### src/rtl/hazard_pkg.sv
// Purpose: shared types and helpers for the hazard sequencer block.
// Latency: n/a (types and a combinational helper only).
// Backpressure: n/a.
package hazard_pkg;

  // ALU operand source select
  typedef enum logic [1:0] {
    FWD_RF = 2'b00,
    FWD_W  = 2'b01,
    FWD_M  = 2'b10
  } fwd_sel_t;

  // Data-memory handshake FSM
  typedef enum logic {
    RUN  = 1'b0,
    WAIT = 1'b1
  } mem_fsm_t;

  localparam logic [1:0] RESULT_SRC_LOAD = 2'b01;

  // Forward from the youngest producer that writes a non-x0 register matching rs.
  // M is younger than W, so it takes priority.
  function automatic fwd_sel_t fwd_select(
    input logic [4:0] rs,
    input logic [4:0] rd_m,
    input logic       wr_m,
    input logic [4:0] rd_w,
    input logic       wr_w
  );
    if (wr_m && (rd_m != 5'd0) && (rd_m == rs)) return FWD_M;
    if (wr_w && (rd_w != 5'd0) && (rd_w == rs)) return FWD_W;
    return FWD_RF;
  endfunction

endpackage

### src/rtl/hazard_sequencer_forward_unit.sv
// Purpose: RAW forwarding compare for both ALU operands in Execute.
// Latency: combinational, zero cycles.
// Backpressure: none; independent of stalls and flushes.
//
// Ports: i_rs1_e/i_rs2_e  Execute source regs
//        i_rd_m/i_reg_write_m, i_rd_w/i_reg_write_w  producer regs in M / W
//        o_fwd_a/o_fwd_b  operand selects (00 regfile, 01 W, 10 M)
module forward_unit
  import hazard_pkg::*;
(
  input  logic [4:0] i_rs1_e,
  input  logic [4:0] i_rs2_e,
  input  logic [4:0] i_rd_m,
  input  logic       i_reg_write_m,
  input  logic [4:0] i_rd_w,
  input  logic       i_reg_write_w,
  output logic [1:0] o_fwd_a,
  output logic [1:0] o_fwd_b
);

  assign o_fwd_a = fwd_select(i_rs1_e, i_rd_m, i_reg_write_m, i_rd_w, i_reg_write_w);
  assign o_fwd_b = fwd_select(i_rs2_e, i_rd_m, i_reg_write_m, i_rd_w, i_reg_write_w);

endmodule

### src/rtl/hazard_sequencer.sv
// Purpose: stall/flush/forward control for the 5-stage core plus data-memory handshake.
// Latency: all controls combinational from inputs and FSM state; MemTimeout is registered.
// Backpressure: a pending memory access freezes F/D/E/M until ready or timeout.
//
// Ports: hazard inputs (Rs*/Rd*/RegWrite*/ResultSrcE/PCSrcE), memory handshake
//        (MemAccessM, MemReadyM -> MemReqM), pipeline controls (Stall*, Flush*,
//        Forward*E), sticky MemTimeout, and StallCount/FlushCount performance
//        counters which exist only when HAZARD_PERF_CNT_EN is defined.
module hazard_sequencer
  import hazard_pkg::*;
#(
  parameter int unsigned TIMEOUT_CYCLES = 255,
  parameter int unsigned CNT_WIDTH      = 32
) (
  input  logic       clk,
  input  logic       rst_n,
  input  logic [4:0] Rs1D,
  input  logic [4:0] Rs2D,
  input  logic [4:0] Rs1E,
  input  logic [4:0] Rs2E,
  input  logic [4:0] RdE,
  input  logic [4:0] RdM,
  input  logic [4:0] RdW,
  input  logic       RegWriteM,
  input  logic       RegWriteW,
  input  logic [1:0] ResultSrcE,
  input  logic       PCSrcE,
  input  logic       MemAccessM,
  input  logic       MemReadyM,
  output logic       MemReqM,
  output logic       StallF,
  output logic       StallD,
  output logic       StallE,
  output logic       StallM,
  output logic       FlushD,
  output logic       FlushE,
  output logic       FlushW,
  output logic [1:0] ForwardAE,
  output logic [1:0] ForwardBE,
  output logic       MemTimeout
`ifdef HAZARD_PERF_CNT_EN
  ,
  output logic [CNT_WIDTH-1:0] StallCount,
  output logic [CNT_WIDTH-1:0] FlushCount
`endif
);

  localparam logic [15:0] WAIT_LAST = 16'(TIMEOUT_CYCLES - 1);

  mem_fsm_t    r_state;
  mem_fsm_t    w_state_nxt;
  logic [15:0] r_wait_cnt;
  logic [15:0] w_wait_cnt_nxt;
  logic        r_timeout;
  logic        w_timeout_hit;
  logic        w_mem_stall;
  logic        w_mem_req;
  logic        w_load_use;

  forward_unit u_forward_unit (
    .i_rs1_e       (Rs1E),
    .i_rs2_e       (Rs2E),
    .i_rd_m        (RdM),
    .i_reg_write_m (RegWriteM),
    .i_rd_w        (RdW),
    .i_reg_write_w (RegWriteW),
    .o_fwd_a       (ForwardAE),
    .o_fwd_b       (ForwardBE)
  );

  always_ff @(posedge clk or negedge rst_n) begin
    if (!rst_n) begin
      r_state    <= RUN;
      r_wait_cnt <= '0;
      r_timeout  <= 1'b0;
    end else begin
      r_state    <= w_state_nxt;
      r_wait_cnt <= w_wait_cnt_nxt;
      if (w_timeout_hit) r_timeout <= 1'b1;
    end
  end

  // Memory handshake: the request strobe fires only in the first (RUN) cycle of
  // an access; WAIT releases the stall in the same cycle ready or timeout occurs.
  always_comb begin
    w_state_nxt    = r_state;
    w_wait_cnt_nxt = r_wait_cnt;
    w_mem_stall    = 1'b0;
    w_mem_req      = 1'b0;
    w_timeout_hit  = 1'b0;
    case (r_state)
      RUN: begin
        if (MemAccessM) begin
          w_mem_req = 1'b1;
          if (!MemReadyM) begin
            w_mem_stall    = 1'b1;
            w_state_nxt    = WAIT;
            w_wait_cnt_nxt = '0;
          end
        end
      end
      WAIT: begin
        // Ready on the last wait cycle is a completion, not a timeout.
        if (MemReadyM) begin
          w_state_nxt = RUN;
        end else if (r_wait_cnt == WAIT_LAST) begin
          w_state_nxt   = RUN;
          w_timeout_hit = 1'b1;
        end else begin
          w_mem_stall    = 1'b1;
          w_wait_cnt_nxt = r_wait_cnt + 16'd1;
        end
      end
      default: w_state_nxt = RUN;
    endcase
  end

  assign w_load_use = (ResultSrcE == RESULT_SRC_LOAD) && (RdE != 5'd0) &&
                      ((RdE == Rs1D) || (RdE == Rs2D));

  // Priority: memory stall > taken branch > load-use. Branch and load-use are
  // simply deferred during a memory stall because the held stages re-present
  // them on release. Controls stay quiet while reset is asserted.
  always_comb begin
    StallF = 1'b0;
    StallD = 1'b0;
    StallE = 1'b0;
    StallM = 1'b0;
    FlushD = 1'b0;
    FlushE = 1'b0;
    FlushW = 1'b0;
    if (!rst_n) begin
      FlushW = 1'b0;
    end else if (w_mem_stall) begin
      StallF = 1'b1;
      StallD = 1'b1;
      StallE = 1'b1;
      StallM = 1'b1;
      FlushW = 1'b1;
    end else if (PCSrcE) begin
      FlushD = 1'b1;
      FlushE = 1'b1;
    end else if (w_load_use) begin
      StallF = 1'b1;
      StallD = 1'b1;
      FlushE = 1'b1;
    end
  end

  assign MemReqM    = rst_n & w_mem_req;
  assign MemTimeout = r_timeout;

`ifdef HAZARD_PERF_CNT_EN
  logic [CNT_WIDTH-1:0] r_stall_cnt;
  logic [CNT_WIDTH-1:0] r_flush_cnt;

  // Free-running counters; wrap naturally at 2^CNT_WIDTH.
  always_ff @(posedge clk or negedge rst_n) begin
    if (!rst_n) begin
      r_stall_cnt <= '0;
      r_flush_cnt <= '0;
    end else begin
      if (StallF)           r_stall_cnt <= r_stall_cnt + 1'b1;
      if (FlushD || FlushE) r_flush_cnt <= r_flush_cnt + 1'b1;
    end
  end

  assign StallCount = r_stall_cnt;
  assign FlushCount = r_flush_cnt;
`endif

endmodule
### config.mk
export PLATFORM = sky130hd
export DESIGN_NAME = hazard_sequencer
export DESIGN_NICKNAME = d
export VERILOG_FILES = /design/src/rtl/hazard_pkg.sv /design/src/rtl/hazard_sequencer_forward_unit.sv /design/src/rtl/hazard_sequencer.sv
export SDC_FILE = /design/constraint.sdc
export NUM_CORES = 1
export LEC_CHECK = 0
export ABC_CLOCK_PERIOD_IN_PS = 2700
export CAP_MARGIN = 20
export CORE_MARGIN = 5
export CORE_UTILIZATION = 44
export CTS_CLUSTER_DIAMETER = 40
export DETAILED_ROUTE_END_ITERATION = 8
export PLACE_DENSITY_LB_ADDON = 0.3
export SETUP_SLACK_MARGIN = 0.2
export SLEW_MARGIN = 20
export SYNTH_ARGS = -nofsm -noshare
export SYNTH_HDL_FRONTEND = slang
export SYNTH_SLANG_ARGS = --single-unit
### constraint.sdc
create_clock -name clk -period 2.7 [get_ports clk]
set_input_delay 0.54 -clock clk [delete_from_list [all_inputs] [get_ports clk]]
set_output_delay 0.54 -clock clk [all_outputs]
set_load 0.005 [all_outputs]
==> results of run 1 <==
## final timing paths
check / from / to / slack, ns
min: MemTimeout$_DFFE_PN0P_ / MemTimeout$_DFFE_PN0P_ / 0.47
max reg2reg: r_wait_cnt[13]$_DFFE_PN0P_ / r_wait_cnt[1]$_DFFE_PN0P_ / 0.33
min in group asynchronous: rst_n / r_wait_cnt[11]$_DFFE_PN0P_ / 0.70
min reg2reg: MemTimeout$_DFFE_PN0P_ / MemTimeout$_DFFE_PN0P_ / 0.47
max: r_wait_cnt[13]$_DFFE_PN0P_ / FlushD / -0.29
max in group asynchronous: rst_n / r_wait_cnt[0]$_DFFE_PN0P_ / 1.80
## Yosys cell counts, types with 2 or more instances
cell	instances
nor3b_1	2
nor2_1	5
xor2_1	24
nand2b_1	3
ha_1	2
buf_4	3
or4_4	2
nand2_1	10
nand4_1	5
mux2i_1	7
or3_1	2
and3_1	2
nor3_1	7
o31ai_1	4
and2_1	3
nor2b_1	2
inv_1	3
clkbuf_1	3
a21oi_1	7
dfrtp_1	18
or4_1	7
xnor2_1	6
nand3_1	10
nor4_1	5
o21ai_0	6
## worst reg2reg max path, delay by kind of cell, from the launching register on
kind | cells | cell delay, ns
compound gates | 1 | 0.16
buf+inv | 3 | 0.30
flops | 1 | 0.40
mux | 1 | 0.29
simple gates | 2 | 1.11
## layout make-up
| type | instances | share of cell area [%] |
|---|---|---|
| Multi-Input combinational cell | 136 | 42.9 |
| Timing Repair Buffer | 103 | 34.5 |
| Sequential cell | 18 | 18.2 |
| Tap cell | 44 | 2.23 |
| Clock buffer | 4 | 1.47 |
| Inverter | 4 | 0.608 |
## routing by layer
metal / part of all wire (%) / vias up
met5: 0 / -
met4: 4.0 / 0
met3: 5.2 / 24
met2: 56 / 64
met1: 35 / 779
li1: - / 807
## cell families after synthesis
family                   synth area share (%)
AO/OA/AOI/OAI                            9.72
adder cells (fa/ha/maj)                  1.72
XOR/XNOR                                 18.1
buffers and inverters                    3.35
multiplexers                             5.85
AND/OR/NAND/NOR                          30.4
flip-flops                               31.0
## state kept, by name, indices dropped and copies added, names as in the netlist
register and cells:
MemTimeout 1, r_state 1, r_wait_cnt 16
## layout by cell type (no fill, tap or decap), types with 2 or more instances in the layout
| cell | n |
|---|---|
| clkdlybuf4s50_1 | 26 |
| nand4_1 | 5 |
| mux2i_1 | 7 |
| nand3_2 | 2 |
| nor3b_1 | 2 |
| buf_2 | 10 |
| inv_1 | 3 |
| or3_1 | 2 |
| nor4_4 | 2 |
| nand2_1 | 10 |
| xnor2_1 | 4 |
| or4_4 | 4 |
| nand3_1 | 8 |
| nor4_2 | 3 |
| nand2b_1 | 3 |
| a21oi_1 | 7 |
| nor2b_1 | 2 |
| dlygate4sd2_1 | 12 |
| clkbuf_2 | 4 |
| nor2_1 | 4 |
| ha_1 | 2 |
| clkdlybuf4s15_1 | 2 |
| and2_1 | 3 |
| xor2_1 | 24 |
| buf_4 | 41 |
| or4_1 | 5 |
| and3_1 | 2 |
| buf_6 | 8 |
| clkbuf_4 | 3 |
| dfrtp_1 | 18 |
| xnor2_2 | 2 |
| nor3_1 | 7 |
| o31ai_1 | 4 |
| o21ai_0 | 4 |
## through the flow
step                      power [W]  TNS, ns  worst slack, ns
after global placement     0.000544    -2.83           -0.526
final                      0.000751    -1.91           -0.291
after detailed placement   0.000555    -3.51           -0.662
after CTS                  0.000734    -1.54           -0.283
after global routing       0.000790    -2.50           -0.378
after floorplan            0.000386        0            0.253
## repair_timing
action,in CTS,in global routing
buffers inserted,6,3
pin swaps,13,6
resized for setup,90,12
setup endpoints to repair,12,9
## power by group through the flow
stage	logic (W)	clock network [W]	registers [W]
after floorplan	0.0000915	0	0.000295
after global placement	0.000252	0	0.000292
after detailed placement	0.000262	0	0.000293
after CTS	0.000276	0.000170	0.000288
after global routing	0.000318	0.000183	0.000289
final	0.000291	0.000172	0.000288
==> results.md, run 1 <==
* Outcome: finished with violations
* Failing checks: setup timing
* Routed len/inst at 16.3 µm
* Hpwl dp at 3770 µm
* Fmax at 0.334 GHz
* Critical path buffers and inverters at 3
* CTS root buf: clkbuf_4
* Syn_nets at 210
* Cell type with the largest total area after synthesis: dfrtp_1
* Filler cells at 224
* Final min period at 2.99 ns
* CTS tree: built
* Netlist cell types at 41
* Critical path type: reg2out
* Gr busiest metal: met2
* Post-synth ARST share at 100%
* Power density over the cells at 304 nW/µm²
* Critical Path RT at 2.16 ns
* H-tree levels at 1
* Number of diodes at 0
* Final Skew at 0.00220 ns
* Clk pin slew, worst setup/hold paths at 0.11 ns
* Die Wd at 67.5 µm
* Port bufs at 56
* Top-area cell type share of the netlist area at 31.0%
* Unrepaired setup endpoints after global routing: yes
* Register Area at 450 µm²
* Peak VDD IR at 154 µV
* Hold path cells at 1
* Area of the multi-input gates at 1060 µm²
* Crit path max-delay family: simple AND/OR/NAND/NOR gates
* Initial DRC Count at 102
* Sw Share at 30.1%
* Total Wirelength at 5030 µm
* Met2 global-route usage at 46.7%
* Remaining global-route overflow at 0
* Crit start category: flop
* Sequential area share after synthesis at 31.0%
* Worst-Skew Late Latency at 0.30 ns
* Post-route cell area at 2470 µm²
* Via count at 1,674
* Met1 global-route usage at 24.7%
* # setup viols final at 7
* Min-delay worst type: reg2reg
* DRC at 0
* Reg2Reg Depth at 7
* Drt pass-1 iters at 4
* Finished Core Util at 79.6%
* Max clock buf depth at 2
* Critical Path End Type: output port
* Die area at 4560 µm²
* Leakage at 1.13 nW
* Non-filler cells in the finished layout at 309
* # rows at 20
* Top cells by area, synth: dfrtp_1 (31%), xor2_1 (14%), mux2i_1 (4.8%)
* Slowest CP cell: or4_4
* Number of synthesized flops with an enable pin at 0
* Synth Instances at 164
* Core Footprint at 3100 µm²
* Io pins at 57
* Avg Inst Size Synth at 8.87 µm²
* Final period util at 111%
* Max Slew Vio Count at 0
* Die Y at 67.5 µm
* Yosys warnings at 0
* Area of the mapped netlist at 1460 µm²
* Net Sw Power at 0.000226 W
* Total Routing Usage GR at 24.1%
* Routed Antenna Nets at 0
* # nets final at 312
* Internal power at 0.000525 W
* Sequential fraction of design power at 38.3%
* Area growth syn-to-layout at 69.7%
* Comb pwr share at 38.8%
* CP arrival at 2.45 ns
* Clock sink count at 18
* Pin count of the biggest net entering global routing at 19
* Worst-path maximum fanout at 3
* Hold_buf cts at 0
* Layout cell share with drive strength beyond 1 at 33.6%
* Critical-path cell list: or4_4, or4_4, a21oi_4, buf_4, buf_6, and3_4, buf_6
* Headroom to the max-slew limit at 70.2%
* Vias in the first global route at 1,912
* GPL Wtd Cong at 0.849
* Stages on worst setup path at 7
* Maxcap violations at 0
* Post-synthesis register bit count at 18
* Setup ws final at -0.291 ns
* Tightest Pin Transition at 0.443 ns
* WHS at 0.468 ns
* Fin. Hold Viols at 0
* # placed instances at 296
* Vias per cell at 5.42
* Main flop type after synthesis: dfrtp_1
* Global-route met3 utilization at 3.49%
* First-pass GRT wire length at 8300 µm
* Initial antenna violation count at 0
* Placement Cell Area at 2330 µm²
* Initial core utilization at 46.9%
* Num CTS Buffers at 3
* Clock power share at 22.9%
* Slowest stage delay, CP at 0.56 ns
Note: power is estimated with default switching activity, not from simulation.
==> inputs of run 2 (changes only) <==
CAP_MARGIN = not set   (was 20)
CTS_CLUSTER_SIZE = 25   (was not set)
==> results of run 2 <==
The final DEF is identical to that of run 1; final timing and power are the same.
==> inputs of run 3 (changes only) <==
ABC_CLOCK_PERIOD_IN_PS = 3700   (was 2700)
CORE_UTILIZATION = 45   (was 44)
clock period = 3.7 ns   (was 2.7 ns; I/O delays follow)
==> run 3 against run 2 <==
The flow now finishes without violations. Global-route usage is 4.5 points lower. Sequential power is 26% lower. Clock skew is 0.0017 ns higher. Non-clock buffer count is 38 lower. Routed wire length is 18% lower. Via count is 9.3% lower. Utilization is 8.9 points lower. Critical path type is now in2out. Highest routed layer unchanged.
==> results.md, run 3 (same netlist as run 1, synthesis figures left out) <==
* CTS tree: built (unchanged)
* Power density over the cells at 225 nW/µm² (was 304 nW/µm²)
* Final Skew at 0.00391 ns (was 0.00220 ns)
* Most frequent CP cell: or4_1
* Num CTS Buffers at 3 (unchanged)
* # nets final at 274 (was 312)
* Outcome: finished clean (was finished with violations)
* Fmax at 0.296 GHz
* Area growth syn-to-layout at 49.5% (was 69.7%)
* Initial DRC Count at 63 (was 102)
* CTS root buf: clkbuf_4 (unchanged)
* Commonest non-fill, non-tap cells in the layout: clkdlybuf4s50_1 (52), xor2_1 (24), dfrtp_1 (18) (was buf_4 (41), clkdlybuf4s50_1 (26), xor2_1 (24))
* Initial antenna violation count at 0 (unchanged)
* Die Y at 66.9 µm (was 67.5 µm)
* Routed len/inst at 15.2 µm (was 16.3 µm)
* Min-delay worst type: reg2reg (unchanged)
* Maxcap violations at 0 (unchanged)
* Clk pin slew, worst setup/hold paths at 0.10 ns (was 0.11 ns)
* Remaining global-route overflow at 0 (unchanged)
* Critical Path End Type: output port (unchanged)
* Max reg flops at 16 (unchanged)
* Crit start category: primary input (was flop)
* Slowest stage delay, CP at 0.56 ns (about the same)
* Critical path type: in2out (was reg2out)
* Commonest non-fill, non-tap cell in the layout: clkdlybuf4s50_1 (was buf_4)
* Worst-path maximum fanout at 3 (unchanged)
* Critical Path RT at 2.96 ns (was 2.16 ns)
* Routed Antenna Nets at 0 (unchanged)
* DRC at 0 (unchanged)
* FF-to-FF setup slack at 1.45 ns (was 0.33 ns)
* First-pass GRT wire length at 6780 µm (was 8300 µm)
* Hpwl dp at 3390 µm (was 3770 µm)
* Die Wd at 66.9 µm (was 67.5 µm)
* Unrepaired setup endpoints after global routing: no (was yes)
* Fin. Hold Viols at 0 (unchanged)
* Critical path buffers and inverters at 2 (was 3)
* CP arrival at 2.64 ns (was 2.45 ns)
* HP Start: MemTimeout$_DFFE_PN0P_ (unchanged)
* Headroom to the max-slew limit at 53.0% (was 70.2%)
* Clock sink count at 18 (unchanged)
* Peak VDD IR at 192 µV (was 154 µV)
* Pwr Total at 0.000489 W (was 0.000751 W)
* Drt pass-1 iters at 4 (unchanged)
* Critical-path cell list: clkdlybuf4s50_1, or4_1, o21ai_0, or4_1, nor4_2, dlygate4sd2_1 (was or4_4, or4_4, a21oi_4, buf_4, buf_6, and3_4, buf_6)
* Most flops, register: r_wait_cnt (unchanged)
* Filler cells at 236 (was 224)
* Core Footprint at 3080 µm² (was 3100 µm²)
* Layout cell share with drive strength beyond 1 at 11.9% (was 33.6%)
* Worst Setup SP: RdW[2] (was r_wait_cnt[13]$_DFFE_PN0P_)
* Tightest Pin Transition at 0.699 ns (was 0.443 ns)
* Io pins at 57 (unchanged)
* Hold_buf cts at 0 (unchanged)
* # setup viols final at 0 (was 7)
* Worst slack, placed at -0.0208 ns (was -0.662 ns)
* H-tree levels at 1 (unchanged)
* Die area at 4470 µm² (was 4560 µm²)
* Number of diodes at 0 (unchanged)
* Pin count of the biggest net entering global routing at 18 (was 19)
* Final min period at 3.38 ns
* FF-to-FF Start: r_wait_cnt[12]$_DFFE_PN0P_ (was r_wait_cnt[13]$_DFFE_PN0P_)
* Crit path max-delay family: simple AND/OR/NAND/NOR gates (unchanged)
* Leakage at 0.893 nW (was 1.13 nW)
* Max clock buf depth at 2 (unchanged)
* Total Wirelength at 4120 µm (was 5030 µm)
* Vias per cell at 5.60 (was 5.42)
* Port bufs at 56 (unchanged)
* Via count at 1,518 (was 1,674)
* Worst-Skew Late Latency at 0.29 ns (was 0.30 ns)
* Initial core utilization at 47.3% (was 46.9%)
* Total Routing Usage GR at 19.6% (was 24.1%)
* Final period util at 91.5%
* Setup ws final at 0.316 ns (was -0.291 ns)
* # rows at 20 (unchanged)
* Vias in the first global route at 1,556 (was 1,912)
* Slowest CP cell: or4_1 (was or4_4)
* GPL Wtd Cong at 0.795 (was 0.849)
* Max Slew Vio Count at 0 (unchanged)
==> run 3: cell count changes in the layout (fill, tap and decap cells not counted), moves of 4 or more <==
| cell | before | now |
|---|---|---|
| dlygate4sd2_1 | 12 | 3 |
| buf_6 | 8 | 0 |
| clkdlybuf4s50_1 | 26 | 52 |
| buf_2 | 10 | 0 |
| clkbuf_2 | 4 | 0 |
| buf_4 | 41 | 9 |
==> run 3: per-layer routing <==
| layer | GRT usage [%] | routed length (µm) | vias to the layer above |
|---|---|---|---|
| li1 | - | - | 735 |
| met1 | 22.8 | 1660 | 711 |
| met2 | 36.0 | 2130 | 56 |
| met3 | 3.54 | 196 | 16 |
| met4 | 6.08 | 135 | 0 |
| met5 | 0 | 0 | - |
==> run 3: report_power, final <==
group          total (W)  switching [W]  internal, W
logic           0.000156      0.0000664    0.0000891
clock network   0.000120      0.0000600    0.0000600
registers       0.000214     0.00000963     0.000204
total           0.000489       0.000136     0.000353
==> run 3: area by class of cell <==
cell class	count	area [µm²]	share of cell area, %
multi-input cells	136	992	45.6
well taps	44	55.1	2.53
repair buffers	65	627	28.8
inverters	4	15.0	0.690
flip-flops and latches	18	450	20.7
clock buffers	4	36.3	1.67
==> run 3: stage by stage <==
stage               hold WS (ns)  cell area (µm²)  setup TNS (ns)  instances  util [%]
floorplan                  0.439             1460               0        164         -
global placement           0.444             2070               0        263      67.4
detailed placement         0.454             2070         -0.0208        263      67.4
CTS                        0.483             2130               0        267      69.1
global route               0.515             2180               0        271      70.7
finish                     0.478             2180               0        271      70.7
==> run 3: timing repair <==
action | CTS | global route
gates resized for setup | 7 | 3
setup buffers | 0 | 4
endpoints found under the setup margin | 4 | 2
pin swaps | 3 | 2
==> run 3: final timing paths <==
path | depth (start not counted) | endpoint
min in group asynchronous | 1 | r_state$_DFF_PN0_
worst min register to register | 1 | MemTimeout$_DFFE_PN0P_
worst max-delay path | 6 | ForwardAE[0]
worst max register to register | 5 | r_wait_cnt[1]$_DFFE_PN0P_
max in group asynchronous | 2 | r_wait_cnt[4]$_DFFE_PN0P_
worst min-delay path | 1 | MemTimeout$_DFFE_PN0P_
